==> src/rtl/wb_cmd_master.sv <==
// Command-to-Wishbone bridge: takes one command at a time from a valid/ready
// port, runs it as a classic single Wishbone cycle with retry and timeout
// handling, and returns data plus a completion status on a valid/ready port.
module wb_cmd_master #(
  parameter int unsigned TIMEOUT_CYCLES = 255,  // 1..65535
  parameter int unsigned MAX_RETRY      = 3     // 0..15
) (
  input  logic        wb_clk_i,
  input  logic        wb_rst_n_i,
  // command port
  input  logic        cmd_valid_i,
  output logic        cmd_ready_o,
  input  logic        cmd_we_i,
  input  logic [31:0] cmd_adr_i,
  input  logic [31:0] cmd_dat_i,
  input  logic [3:0]  cmd_sel_i,
  // response port
  output logic        rsp_valid_o,
  input  logic        rsp_ready_i,
  output logic [31:0] rsp_dat_o,
  output logic [1:0]  rsp_status_o,
  // Wishbone master
  output logic [31:0] wb_adr_o,
  output logic [31:0] wb_dat_o,
  output logic [3:0]  wb_sel_o,
  output logic        wb_we_o,
  output logic        wb_cyc_o,
  output logic        wb_stb_o,
  output logic [2:0]  wb_cti_o,
  output logic [1:0]  wb_bte_o,
  input  logic [31:0] wb_dat_i,
  input  logic        wb_ack_i,
  input  logic        wb_err_i,
  input  logic        wb_rty_i
);

  typedef enum logic [1:0] {
    S_IDLE,
    S_BUS,
    S_GAP,
    S_RESP
  } state_e;

  typedef enum logic [1:0] {
    ST_OK          = 2'b00,
    ST_ERR         = 2'b01,
    ST_TIMEOUT     = 2'b10,
    ST_RETRY_EXH   = 2'b11
  } status_e;

  localparam logic [15:0] TIMEOUT_LIMIT = 16'(TIMEOUT_CYCLES);
  localparam logic [3:0]  RETRY_LIMIT   = 4'(MAX_RETRY);

  state_e      state_q, state_d;
  logic [3:0]  retry_q, retry_d;
  logic [15:0] tmo_q, tmo_d;

  logic        cmd_ready_d;
  logic        rsp_valid_d;
  logic [31:0] rsp_dat_d;
  logic [1:0]  rsp_status_d;
  logic [31:0] adr_d, dat_d;
  logic [3:0]  sel_d;
  logic        we_d;
  logic        cyc_d;

  // Only classic single cycles are ever issued.
  assign wb_cti_o = 3'b000;
  assign wb_bte_o = 2'b00;

  // Next-state and next-output logic; every output is registered below.
  always_comb begin
    // NOTE: every signal gets a default first, so no path through the case
    // leaves one unassigned and no latch is inferred.
    state_d      = state_q;
    retry_d      = retry_q;
    tmo_d        = tmo_q;
    cmd_ready_d  = 1'b0;
    rsp_valid_d  = rsp_valid_o;
    rsp_dat_d    = rsp_dat_o;
    rsp_status_d = rsp_status_o;
    adr_d        = wb_adr_o;
    dat_d        = wb_dat_o;
    sel_d        = wb_sel_o;
    we_d         = wb_we_o;
    cyc_d        = 1'b0;

    unique case (state_q)
      S_IDLE: begin
        cmd_ready_d = 1'b1;
        if (cmd_valid_i && cmd_ready_o) begin
          adr_d       = cmd_adr_i;
          dat_d       = cmd_dat_i;
          sel_d       = cmd_sel_i;
          we_d        = cmd_we_i;
          retry_d     = 4'd0;
          tmo_d       = 16'd0;
          cmd_ready_d = 1'b0;
          cyc_d       = 1'b1;
          state_d     = S_BUS;
        end
      end

      S_BUS: begin
        cyc_d = 1'b1;
        // Priority err > ack > rty, and any response beats the timeout.
        if (wb_err_i) begin
          cyc_d        = 1'b0;
          rsp_valid_d  = 1'b1;
          rsp_dat_d    = 32'd0;
          rsp_status_d = ST_ERR;
          state_d      = S_RESP;
        end else if (wb_ack_i) begin
          cyc_d        = 1'b0;
          rsp_valid_d  = 1'b1;
          rsp_dat_d    = wb_we_o ? 32'd0 : wb_dat_i;
          rsp_status_d = ST_OK;
          state_d      = S_RESP;
        end else if (wb_rty_i) begin
          cyc_d = 1'b0;
          if (retry_q < RETRY_LIMIT) begin
            retry_d = retry_q + 4'd1;
            state_d = S_GAP;
          end else begin
            rsp_valid_d  = 1'b1;
            rsp_dat_d    = 32'd0;
            rsp_status_d = ST_RETRY_EXH;
            state_d      = S_RESP;
          end
        end else if (tmo_q + 16'd1 == TIMEOUT_LIMIT) begin
          cyc_d        = 1'b0;
          rsp_valid_d  = 1'b1;
          rsp_dat_d    = 32'd0;
          rsp_status_d = ST_TIMEOUT;
          state_d      = S_RESP;
        end else begin
          tmo_d = tmo_q + 16'd1;
        end
      end

      // One idle bus cycle between a retried strobe and its re-issue.
      S_GAP: begin
        tmo_d   = 16'd0;
        cyc_d   = 1'b1;
        state_d = S_BUS;
      end

      S_RESP: begin
        if (rsp_ready_i) begin
          rsp_valid_d = 1'b0;
          cmd_ready_d = 1'b1;
          state_d     = S_IDLE;
        end
      end

      default: state_d = S_IDLE;
    endcase
  end

  // State, counters and all registered outputs; reset clears everything.
  always_ff @(posedge wb_clk_i or negedge wb_rst_n_i) begin
    if (!wb_rst_n_i) begin
      state_q      <= S_IDLE;
      retry_q      <= 4'd0;
      tmo_q        <= 16'd0;
      cmd_ready_o  <= 1'b0;
      rsp_valid_o  <= 1'b0;
      rsp_dat_o    <= 32'd0;
      rsp_status_o <= 2'b00;
      wb_adr_o     <= 32'd0;
      wb_dat_o     <= 32'd0;
      wb_sel_o     <= 4'd0;
      wb_we_o      <= 1'b0;
      wb_cyc_o     <= 1'b0;
      wb_stb_o     <= 1'b0;
    end else begin
      // NOTE: non-blocking assignments keep every flop sampling the values
      // from before the edge, independent of statement order.
      state_q      <= state_d;
      retry_q      <= retry_d;
      tmo_q        <= tmo_d;
      cmd_ready_o  <= cmd_ready_d;
      rsp_valid_o  <= rsp_valid_d;
      rsp_dat_o    <= rsp_dat_d;
      rsp_status_o <= rsp_status_d;
      wb_adr_o     <= adr_d;
      wb_dat_o     <= dat_d;
      wb_sel_o     <= sel_d;
      wb_we_o      <= we_d;
      wb_cyc_o     <= cyc_d;
      wb_stb_o     <= cyc_d;
    end
  end

endmodule

==> config.mk <==
export PLATFORM = sky130hd
export DESIGN_NAME = wb_cmd_master
export DESIGN_NICKNAME = d
export VERILOG_FILES = /design/src/rtl/wb_cmd_master.sv
export SDC_FILE = /design/constraint.sdc
export NUM_CORES = 1
export LEC_CHECK = 0
export BUFFER_PORTS_ARGS = -buffer_cell sky130_fd_sc_hd__buf_2
export CORE_AREA = 2 2 118 120
export DETAILED_ROUTE_END_ITERATION = 8
export DIE_AREA = 0 0 120 122
export HOLD_SLACK_MARGIN = 0.15
export PLACE_DENSITY = 0.75
export SETUP_SLACK_MARGIN = 0.3
export SLEW_MARGIN = 40
export SYNTH_ARGS = -nofsm -noshare
export SYNTH_HDL_FRONTEND = slang
export SYNTH_SLANG_ARGS = --single-unit
==> constraint.sdc <==
create_clock -name wb_clk_i -period 2.58 [get_ports wb_clk_i]
set_input_delay 0.258 -clock wb_clk_i [delete_from_list [all_inputs] [get_ports wb_clk_i]]
set_output_delay 0.258 -clock wb_clk_i [all_outputs]
set_load 0.01 [all_outputs]
## Yosys cells after proc, flatten, opt, wreduce, memory -nomap -nowiden

Index checks and enable logic that the tools add are counted.

| word-level totals | value |
|---|---|
| word-level logic and storage cells | 89 |
| output and inout port bits | 112 |
| bits in registers | 128 |
| input port bits | 108 |

| operators by class | value |
|---|---|
| $add $sub $neg | 2 |
| multiplexer cells | 47 |
| $lt $le $gt $ge | 1 |
| reductions and logical operators | 12 |
| eq/ne operators | 15 |

Operators by type and width:

| kind | count |
|---|---|
| $mux 32 | 6 |
| $mux 16 | 5 |
| $pmux 16 s3 | 1 |
| $mux 2 | 11 |
| $mux 4 | 5 |
| $add 16x1->16 const B | 1 |
| $eq 16x8->1 const B | 1 |
| $ne 2x2->1 const B | 8 |
| $mux 1 | 14 |
| $reduce_and 6->1 | 2 |
| $ne 5x5->1 const B | 2 |
| $pmux 2 s4 | 1 |
| $pmux 4 s2 | 1 |
| $reduce_and 3->1 | 2 |
| $add 4x1->4 const B | 1 |
| $eq 2x2->1 const B | 2 |
| $lt 4x2->1 const B | 1 |
| $ne 4x4->1 const B | 1 |
| $pmux 1 s2 | 2 |
| $reduce_and 4->1 | 1 |
| $reduce_bool 2->1 | 2 |
| $reduce_bool 4->1 | 1 |
| $pmux 1 s3 | 1 |
| $reduce_bool 3->1 | 1 |
| other kinds (4) | 4 |

## Longest topological paths before layout

Gate-level depths: netlist of run 1.

| depth | value |
|---|---|
| depth in word-level cells | 7 |
| gate-level depth with buffers | 9 |
| gate-level depth less buffers | 8 |

## Worst setup path after synthesis of run 1

OpenSTA, ideal clock, no wires.

| path | value |
|---|---|
| kind | reg2reg |
| from | register tmo_q[1] |
| to | register rsp_dat_o[0] |
| arrival | 2.275 ns |
| setup slack | 0.184 ns |
| period minus slack after synthesis | 2.396 ns |
| path buffers | 1 |
| data required time | 2.459 ns |
| library setup time | 0.121 ns |
| stages on the path, launching flop included | 10 |
| cells stage by stage | dfrtp_1 ha_1 nand3_2 nor4_4 nand4_1 a22o_1 o21bai_4 o21ai_4 buf_6 a22o_1 |

| on the way | value |
|---|---|
| longest elaborated chain between the ends | 4 |

RTL lines:

| element | line | text |
|---|---|---|
| from (decl) | 56 | `logic [15:0] tmo_q, tmo_d;` |
| from (signal assigned) | 181 | `tmo_q <= tmo_d;` |
| $add 16x1->16 | 130 | `end else if (tmo_q + 16'd1 == TIMEOUT_LIMIT) begin` |
| $eq 16x8->1 | 130 |  |
| $reduce_bool 4->1 (no source line) | - |  |
| $reduce_and 3->1 (no source line) | - |  |
| to (signal assigned) | 184 | `rsp_dat_o <= rsp_dat_d;` |
| to (decl) | 20 | `output logic [31:0] rsp_dat_o,` |

No other way between the ends.
A chain may end at the register's enable or synchronous reset.

## Worst setup path after layout of run 1

| path | value |
|---|---|
| from | register tmo_q[1] |
| to | register rsp_dat_o[27] |

Same word-level chain as after synthesis.

==> qor.yml, run 1 <==
placement:
  gp_congestion: 0.870
  io_buffer_count: 214
  dp_hpwl_mm: 10.6
  dp_cells: 853
synth:
  synth_area_per_cell_um2: 12.4
  async_flop_share_pct: 100
  yosysWarnings: 0
  ys_ff_latch: 128
  yosys.cell_count.top_type: "dfrtp_1"
  synthTopCellsByCount: "dfrtp_1, mux2_2, a22o_1"
  synth_ff_type: "dfrtp_1"
  yosysTopAreaCell: "dfrtp_1"
  synth_top_family_by_area: "multiplexers"
  synth_compound_area_share_pct: 13.5
  synthCells: 468
  yosysSeqAreaShare_pct: 55.4
  synthSimpleGateAreaFrac_pct: 11.1
  ys_types: 65
  ys_top_cells_by_area: "dfrtp_1, mux2_2, a22o_1"
  syn_area_um2: 5790
  synthAdderAreaFrac_pct: 1.51
  synth_mux_area_share_pct: 14.3
  synth_top_area_share_pct: 55.4
  synth-edff-count: 0
  synth_xor_area_share_pct: 0.151
hold_path:
  hold_path_class: "in -> reg"
  min-delay-start: "rsp_ready_i"
  whs_path_depth: 3
  holdPathEnd: "cmd_ready_o$_DFF_PN0_"
setup_path:
  worst_setup_path_end_kind: "flip-flop"
  reg2reg_setup_slack_ns: 0.08
  r2r-start: "tmo_q[1]$_DFFE_PN0P_"
  worstPathRequired_ns: 2.88
  worstPathArrival_ns: 2.80
  crit_type: "reg -> reg"
  worstSetupStartpoint: "tmo_q[1]$_DFFE_PN0P_"
  r2r_cells: 11
  r2r-end: "rsp_dat_o[27]$_DFFE_PN0P_"
  crit_fanout: 8
  cp-start-kind: "flip-flop"
sta:
  clock.fmax_ghz: 0.400
  tightest_slew_ns: 0.736
  rsz0062_at_grt: "yes"
  slew_viol_final: 0
  min_period_ns: 2.50
  final_hold_viol_count: 0
  relSlewSlack_pct: 50.7
  skew_ns: 0.0114
  min_period_over_period_pct: 96.8
  setup_viol: 0
route:
  vias_per_cell: 5.37
  highest_layer: "met5"
  ant_nets: 0
  wl_met3_mm: 1.41
  drt_iter0_drc: 318
  wl_met2_mm: 9.57
  via_count: 5406
  wirelength_mm: 18.4
  firstDrtPassIters: 5
  routedWlPerCell_um: 18.3
  met1_length_mm: 7.00
  drc: 0
cts:
  cts_tree: "done"
  cts_root_buffer: "clkbuf_16"
  clkTransAtPathRegs_ns: 0.06
  clockBufferDepth: 2
  htreeDepth: 4
  cts-buffers-inserted: 17
  cts_sinks: 128
  clkLatencyLatePin_ns: 0.42
final_layout:
  nets: 928
  drive_gt1_share_pct: 48.1
  antenna_cells: 0
  fill_cells: 895
  area_delta_synth_final_pct: 57.1
  layout.cells.non_filler: 1006
die:
  boundaryPins: 220
  die_x_um: 120
  die_h_um: 122
  dieArea_um2: 14600
  core-area_um2: 13500
  row_count: 43
  start_util_pct: 42.8
grt:
  grt_max_degree: 71
  antenna_found_initial: 1
  grt_overflow: 0
  grt_pass1_wl_mm: 28.3
  grt_pass1_vias: 5588
  grt_usage_pct: 24.8
power:
  p_per_area_nw_per_um2: 933
  ir_worst_vdd_mv: 0.586
  power.leakage_nw: 4.57
  power_w: 0.00848
outcome:
  status: "finished clean"
flow_run:
  maxCapViolCount: 0
==> cells in the final DEF, fill, tap and decap left out, drive strengths merged, types with 2 or more instances in the layout <==
cell / count
clkinv: 2
clkbuf: 18
o211ai: 5
or2: 2
o21ai: 20
nand4: 10
buf: 249
mux2i: 5
inv: 18
mux2: 69
a31oi: 7
bufinv: 3
and4: 2
a21oi: 20
o22ai: 2
nor2: 18
dfrtp: 128
a22o: 33
nor3: 10
nand4b: 2
nand3b: 4
or3: 5
nand2: 32
or4: 3
and3: 2
ha: 7
o21a: 2
o21bai: 2
nand3: 14
dlygate4sd3: 103
nor4: 3
conb: 5
nor2b: 2
==> layout make-up <==
cell class                      count  area (µm²)  share of cell area, %
Inverter                           10        37.5                  0.413
Sequential cell                   128        3210                   35.3
Clock inverter                     14         193                   2.12
Tap cell                          180         225                   2.48
Timing Repair Buffer              352        2430                   26.8
Multi-Input combinational cell    304        2560                   28.2
Clock buffer                       18         429                   4.72
==> report_power, final <==
group	switching (W)	internal, W
combinational	0.00158	0.00131
clock	0.000996	0.00156
sequential	0.000400	0.00263
total	0.00298	0.00551
==> worst max-delay path by stage <==
| stage | depth (start not counted) | slack, ns | end |
|---|---|---|---|
| detailed placement | 8 | -0.07 | rsp_dat_o[27]$_DFFE_PN0P_ |
| CTS | 10 | 0.20 | rsp_dat_o[31]$_DFFE_PN0P_ |
| floorplan | 9 | 0.36 | rsp_dat_o[0]$_DFFE_PN0P_ |
| global placement | 8 | 0.09 | rsp_dat_o[21]$_DFFE_PN0P_ |
| finish | 11 | 0.08 | rsp_dat_o[27]$_DFFE_PN0P_ |
| global route | 11 | 0.05 | rsp_dat_o[31]$_DFFE_PN0P_ |
==> worst max-delay path: stages (launching register included) <==
cell and delay, ns:
dfrtp_2 0.44, ha_4 0.19, buf_6 0.12, buf_4 0.14, nor2b_1 0.14, o21ai_0 0.20
a21oi_1 0.32, nand4_4 0.15, o21bai_4 0.16, buf_12 0.15, o21ai_4 0.11, a22o_1 0.26
==> per-stage QoR <==
| step | hold slack (ns) | area (µm²) | worst slack (ns) | utilization, % | setup TNS, ns |
|---|---|---|---|---|---|
| 2_1_floorplan | -0.0376 | 5820 | 0.355 | - | 0 |
| 3_3_place_gp | 0.303 | 7120 | 0.0944 | 52.7 | 0 |
| 3_5_place_dp | 0.325 | 7120 | -0.0672 | 52.7 | -1.79 |
| 4_1_cts | 0.191 | 8970 | 0.205 | 66.4 | 0 |
| 5_1_grt | 0.218 | 9090 | 0.0472 | 67.3 | 0 |
| 6_report | 0.204 | 9090 | 0.0822 | 67.3 | 0 |
==> logic make-up after synthesis <==
logic type,Yosys count
XOR/XNOR,1
flip-flops,128
adder cells (fa/ha/maj),7
multiplexers,74
AND/OR/NAND/NOR,112
buffers and inverters,43
AO/OA/AOI/OAI,102
other,1
==> metal layers <==
| layer | up-vias | track usage, % |
|---|---|---|
| met5 | - | 0 |
| met4 | 2 | 8.97 |
| met3 | 45 | 7.35 |
| met2 | 271 | 43.4 |
| met1 | 2677 | 28.8 |
| li1 | 2411 | - |
==> sequential cells by signal (all words and copies together), names as in the netlist <==
| signal | count |
|---|---|
| rsp_dat_o | 32 |
| wb_adr_o | 32 |
| wb_dat_o | 32 |
| tmo_q | 16 |
| retry_q | 4 |
| wb_sel_o | 4 |
| rsp_status_o | 2 |
| state_q | 2 |
| cmd_ready_o | 1 |
| rsp_valid_o | 1 |
| wb_stb_o | 1 |
| wb_we_o | 1 |
==> repair_timing <==
action	4_1_cts	5_1_grt
hold buffers	103	0
gates resized for setup	17	20
gates cloned	3	0
buffers inserted	10	5
pin swaps	54	28
endpoints found under the setup margin	44	48
hold endpoints to repair	170	0
No activity file was read; power rests on OpenSTA's default activity.
==> inputs of run 2 (changes only) <==
- SETUP_SLACK_MARGIN: 0.3 -> 0.02
==> qor.yml, run 2 (synthesis results as in run 1) <==
final_layout:
  reg.largest.list: "rsp_dat_o (32), wb_adr_o (32), wb_dat_o (32)"
  area_delta_synth_final_pct: 54.1
  fill_cells: 957
  mostFrequentLayoutCells: "buf_2, dfrtp_1, dlygate4sd3_1"
  layout.cells.non_filler: 996
  nets: 918
  drive_gt1_share_pct: 44.2
  antenna_cells: 0
  final_common_cell: "buf_2"
power:
  power.leakage_nw: 4.54
  seqPwrFrac_pct: 36.0
  p_switching_w: 0.00282
  power_frac_clock_pct: 30.6
  power_w: 0.00839
  p_int_w: 0.00557
  combPwrFrac_pct: 33.4
  ir_worst_vdd_mv: 0.568
  p_per_area_nw_per_um2: 941
  swShare_pct: 33.6
cts:
  cts-buffers-inserted: 17
  cts_root_buffer: "clkbuf_16"
  clockBufferDepth: 2
  clkTransAtPathRegs_ns: 0.06
  cts_sinks: 128
  clkLatencyLatePin_ns: 0.42
  cts_tree: "done"
  htreeDepth: 4
route:
  ant_nets: 0
  via_count: 5235
  drc: 0
  wirelength_mm: 17.5
  firstDrtPassIters: 5
  drt_iter0_drc: 339
  routedWlPerCell_um: 17.6
  vias_per_cell: 5.26
flow_run:
  maxCapViolCount: 0
setup_path:
  worstSetupStartpoint: "tmo_q[1]$_DFFE_PN0P_"
  slowest_delay_ns: 0.50
  path_common_cell: "buf_12"
  worst_path_max_delay_cell: "or4_4"
  crit_family: "simple AND/OR/NAND/NOR gates"
  cp.depth: 9
  cp-start-kind: "flip-flop"
  r2r_cells: 9
  worst_setup_path_end_kind: "flip-flop"
  crit_buf_inv: 2
  worstPathRequired_ns: 2.88
  path_cells: "buf_12 > and2_1 > or4_4 > a31oi_4 > nand4_2 > o21bai_4 > o21ai_4 > buf_12 > a22o_1"
  reg2reg_setup_slack_ns: 0.07
  critPathCapture: "rsp_dat_o[30]$_DFFE_PN0P_"
  r2r-start: "tmo_q[1]$_DFFE_PN0P_"
  worstPathArrival_ns: 2.81
  crit_type: "reg -> reg"
  r2r-end: "rsp_dat_o[30]$_DFFE_PN0P_"
  crit_fanout: 16
placement:
  dp_slack_ns: -0.0963
  io_buffer_count: 214
  gp_congestion: 0.827
  dp_cells: 856
  dp_hpwl_mm: 10.4
sta:
  slew_viol_final: 0
  rsz0062_at_grt: "yes"
  clock.fmax_ghz: 0.398
  min_period_ns: 2.51
  min_period_over_period_pct: 97.4
  final_hold_viol_count: 0
  skew_ns: 0.00678
  tightest_slew_ns: 0.529
  relSlewSlack_pct: 64.7
  setup_viol: 0
  setup_slack_ns: 0.0667
grt:
  grt_pass1_vias: 5543
  grt_overflow: 0
  grt_usage_pct: 24.5
  grt_max_degree: 47
  grt_pass1_wl_mm: 27.9
  antenna_found_initial: 0
die:
  start_util_pct: 42.8
  die_h_um: 122
  boundaryPins: 220
  dieArea_um2: 14600
  die_x_um: 120
  row_count: 43
  core-area_um2: 13500
outcome:
  status: "finished clean"
hold_path:
  hold_path_class: "in -> reg"
[run 2: cell count changes in the layout (fill, tap and decap cells not counted), moves of 3 or more]
cell / change
dfrtp_1: +6
buf_12: +4
buf_4: -7
nor2_1: +3
a21oi_2: -3
a21oi_1: +3
buf_6: -7
dfrtp_2: -6
[run 2: worst register-to-register path: stages (launching register included)]
cell and delay, ns:
dfrtp_1 0.41, buf_12 0.15, and2_1 0.18, or4_4 0.50, a31oi_4 0.22, nand4_2 0.17, o21bai_4 0.25, o21ai_4 0.08
buf_12 0.17, a22o_1 0.26
[run 2: worst min-delay path by stage]
| stage | startpoint | to | slack, ns | cells after the start |
|---|---|---|---|---|
| after global placement | wb_rst_n_i | wb_dat_o[26]$_DFFE_PN0P_ | 0.27 | 1 |
| after global routing | cmd_valid_i | retry_q[1]$_DFFE_PN0P_ | 0.35 | 4 |
| after floorplan | wb_rst_n_i | cmd_ready_o$_DFF_PN0_ | -0.04 | 0 |
| after detailed placement | wb_rst_n_i | wb_dat_o[31]$_DFFE_PN0P_ | 0.28 | 1 |
| final | cmd_valid_i | retry_q[1]$_DFFE_PN0P_ | 0.32 | 4 |
| after CTS | cmd_valid_i | retry_q[1]$_DFFE_PN0P_ | 0.30 | 4 |
[run 2: routing by layer]
metal	global-route usage [%]	wire (µm)	vias to the layer above
met4	12.5	610	0
met5	0	0	-
li1	-	-	2382
met3	7.07	1210	59
met2	42.4	9060	258
met1	27.6	6640	2536
[run 2: layout make-up]
class | count | area, µm² | share of cell area [%]
repair buffers | 343 | 2390 | 26.8
clock inverters | 14 | 204 | 2.29
multi-input cells | 303 | 2430 | 27.2
flip-flops and latches | 128 | 3200 | 35.9
well taps | 180 | 225 | 2.53
inverters | 10 | 37.5 | 0.421
clock buffers | 18 | 429 | 4.81
[run 2: power by group through the flow]
stage	Sequential (W)	Clock, W	Combinational, W
final	0.00302	0.00257	0.00280
after global routing	0.00309	0.00271	0.00302
after CTS	0.00299	0.00261	0.00268
after detailed placement	0.00300	0	0.00252
after global placement	0.00298	0	0.00245
after floorplan	0.00327	0	0.00117
[run 2: timing repair]
item,4_1_cts,5_1_grt
pin swaps,1,3
resized for setup,2,1
endpoints found under the setup margin,33,36
hold buffers,104,0
hold endpoints to repair,140,0
setup buffers,0,2
gates cloned,1,1
[run 2: per-stage QoR]
| stage | utilization [%] | cell area, µm² | TNS (ns) | hold slack [ns] |
|---|---|---|---|---|
| floorplan | - | 5800 | 0 | -0.0376 |
| global placement | 53.0 | 7160 | 0 | 0.274 |
| detailed placement | 53.0 | 7160 | -2.57 | 0.279 |
| CTS | 65.6 | 8860 | 0 | 0.299 |
| global route | 66.0 | 8910 | 0 | 0.349 |
| finish | 66.0 | 8910 | 0 | 0.316 |
==> inputs of run 3 (changes only) <==
- CORE_AREA: 2 2 118 120 -> 2 2 116 118
- CTS_BUF_LIST: unset -> sky130_fd_sc_hd__clkbuf_4 sky130_fd_sc_hd__clkbuf_8
- DIE_AREA: 0 0 120 122 -> 0 0 118 120
- PLACE_DENSITY: 0.75 -> 0.77
==> qor.yml, run 3 (synthesis results as in run 1) <==
die:
  dieArea_um2: 14200
  core-area_um2: 13000
  start_util_pct: 44.6
  die_h_um: 120
  boundaryPins: 220
  row_count: 42
  die_x_um: 118
setup_path:
  worstPathRequired_ns: 2.90
  crit_fanout: 8
  cp-start-kind: "flip-flop"
  worst_setup_path_end_kind: "flip-flop"
  reg2reg_setup_slack_ns: 0.07
  r2r-start: "tmo_q[1]$_DFFE_PN0P_"
  r2r_cells: 9
  worstPathArrival_ns: 2.84
  crit_type: "reg -> reg"
  critPathCapture: "rsp_dat_o[20]$_DFFE_PN0P_"
  worstSetupStartpoint: "tmo_q[1]$_DFFE_PN0P_"
  r2r-end: "rsp_dat_o[20]$_DFFE_PN0P_"
grt:
  grt_usage_pct: 26.0
  grt_pass1_vias: 5785
  grt_max_degree: 71
  antenna_found_initial: 0
  grt_pass1_wl_mm: 28.8
  grt_overflow: 0
power:
  power_w: 0.00748
  ir_worst_vdd_mv: 0.573
  p_per_area_nw_per_um2: 866
  power.leakage_nw: 4.40
final_layout:
  nets: 919
  area_delta_synth_final_pct: 49.3
  drive_gt1_share_pct: 44.7
  final_common_cell: "buf_2"
  antenna_cells: 0
  layout.cells.non_filler: 993
  reg.largest.list: "rsp_dat_o (32), wb_adr_o (32), wb_dat_o (32)"
  mostFrequentLayoutCells: "buf_2, dfrtp_1, dlygate4sd3_1"
sta:
  setup_viol: 0
  min_period_over_period_pct: 97.4
  skew_ns: 0.00968
  relSlewSlack_pct: 62.8
  slew_viol_final: 0
  hold-worst-slack_ns: 0.327
  min_period_ns: 2.51
  clock.fmax_ghz: 0.398
  final_hold_viol_count: 0
  tightest_slew_ns: 0.558
cts:
  clockBufferDepth: 2
  cts_sinks: 128
  clkLatencyLatePin_ns: 0.44
  clkTransAtPathRegs_ns: 0.08
  cts_root_buffer: "clkbuf_8"
  htreeDepth: 4
  cts-buffers-inserted: 17
  cts_tree: "done"
placement:
  dp_hpwl_mm: 10.7
  io_buffer_count: 214
  gp_congestion: 0.957
  dp_cells: 851
route:
  drt_iter0_drc: 326
  ant_nets: 0
  wirelength_mm: 18.5
  routedWlPerCell_um: 18.6
  via_count: 5365
  drc: 0
  vias_per_cell: 5.40
  firstDrtPassIters: 5
hold_path:
  hold_path_class: "in -> reg"
outcome:
  status: "finished clean"
flow_run:
  maxCapViolCount: 0
-- run 3: per-layer routing --
layer	global-route usage [%]	wire (µm)	part of all wire, %
met1	29.0	7030	38
met2	46.3	9540	52
met3	6.89	1270	6.9
met4	12.0	637	3.4
met5	0	0	0
-- run 3: area by class of cell --
cell class / instances / area (µm²)
Clock inverter: 14 / 135
Tap cell: 176 / 220
Fill cell: 879 / 4340
Multi-Input combinational cell: 304 / 2450
Timing Repair Buffer: 343 / 2340
Clock buffer: 18 / 248
Sequential cell: 128 / 3200
Inverter: 10 / 37.5
-- run 3: stage by stage --
stage	worst slack, ns	util [%]	area (µm²)	TNS [ns]
2_1_floorplan	0.184	-	5800	0
3_3_place_gp	0.0904	54.8	7110	0
6_report	0.0667	66.6	8640	0
3_5_place_dp	-0.0679	54.8	7110	-1.76
5_1_grt	-0.0211	66.6	8640	-0.107
4_1_cts	0.0363	65.9	8550	0
-- run 3: report_power, final --
part | internal, W | leakage (nW) | switching [W]
logic | 0.00126 | 2.51 | 0.00153
registers | 0.00263 | 1.71 | 0.000395
clock network | 0.000801 | 0.188 | 0.000863
total | 0.00469 | 4.40 | 0.00279
-- run 3: critical path: stages, from the launching register on --
cell and delay, ns:
dfrtp_1 0.40, buf_4 0.17, and2_1 0.20, or4_4 0.50
a31oi_4 0.23, nand4_4 0.13, o21bai_4 0.19, buf_12 0.14
o21ai_2 0.14, a22o_1 0.29
-- run 3: how the worst min path moves through the flow --
| stage | startpoint | cells after the start | end |
|---|---|---|---|
| global placement | wb_rst_n_i | 1 | rsp_dat_o[10]$_DFFE_PN0P_ |
| finish | cmd_valid_i | 4 | retry_q[1]$_DFFE_PN0P_ |
| floorplan | wb_rst_n_i | 0 | cmd_ready_o$_DFF_PN0_ |
| detailed placement | wb_rst_n_i | 1 | rsp_dat_o[10]$_DFFE_PN0P_ |
| CTS | cmd_valid_i | 4 | retry_q[1]$_DFFE_PN0P_ |
| global route | cmd_valid_i | 4 | retry_q[1]$_DFFE_PN0P_ |
-- run 3: timing repair --
action | in CTS | in global routing
buffers inserted | 0 | 3
resized for setup | 2 | 5
gates cloned | 1 | 2
endpoints found under the hold margin | 139 | 0
hold buffers | 104 | 0
pin swaps | 1 | 6
endpoints found under the setup margin | 33 | 41
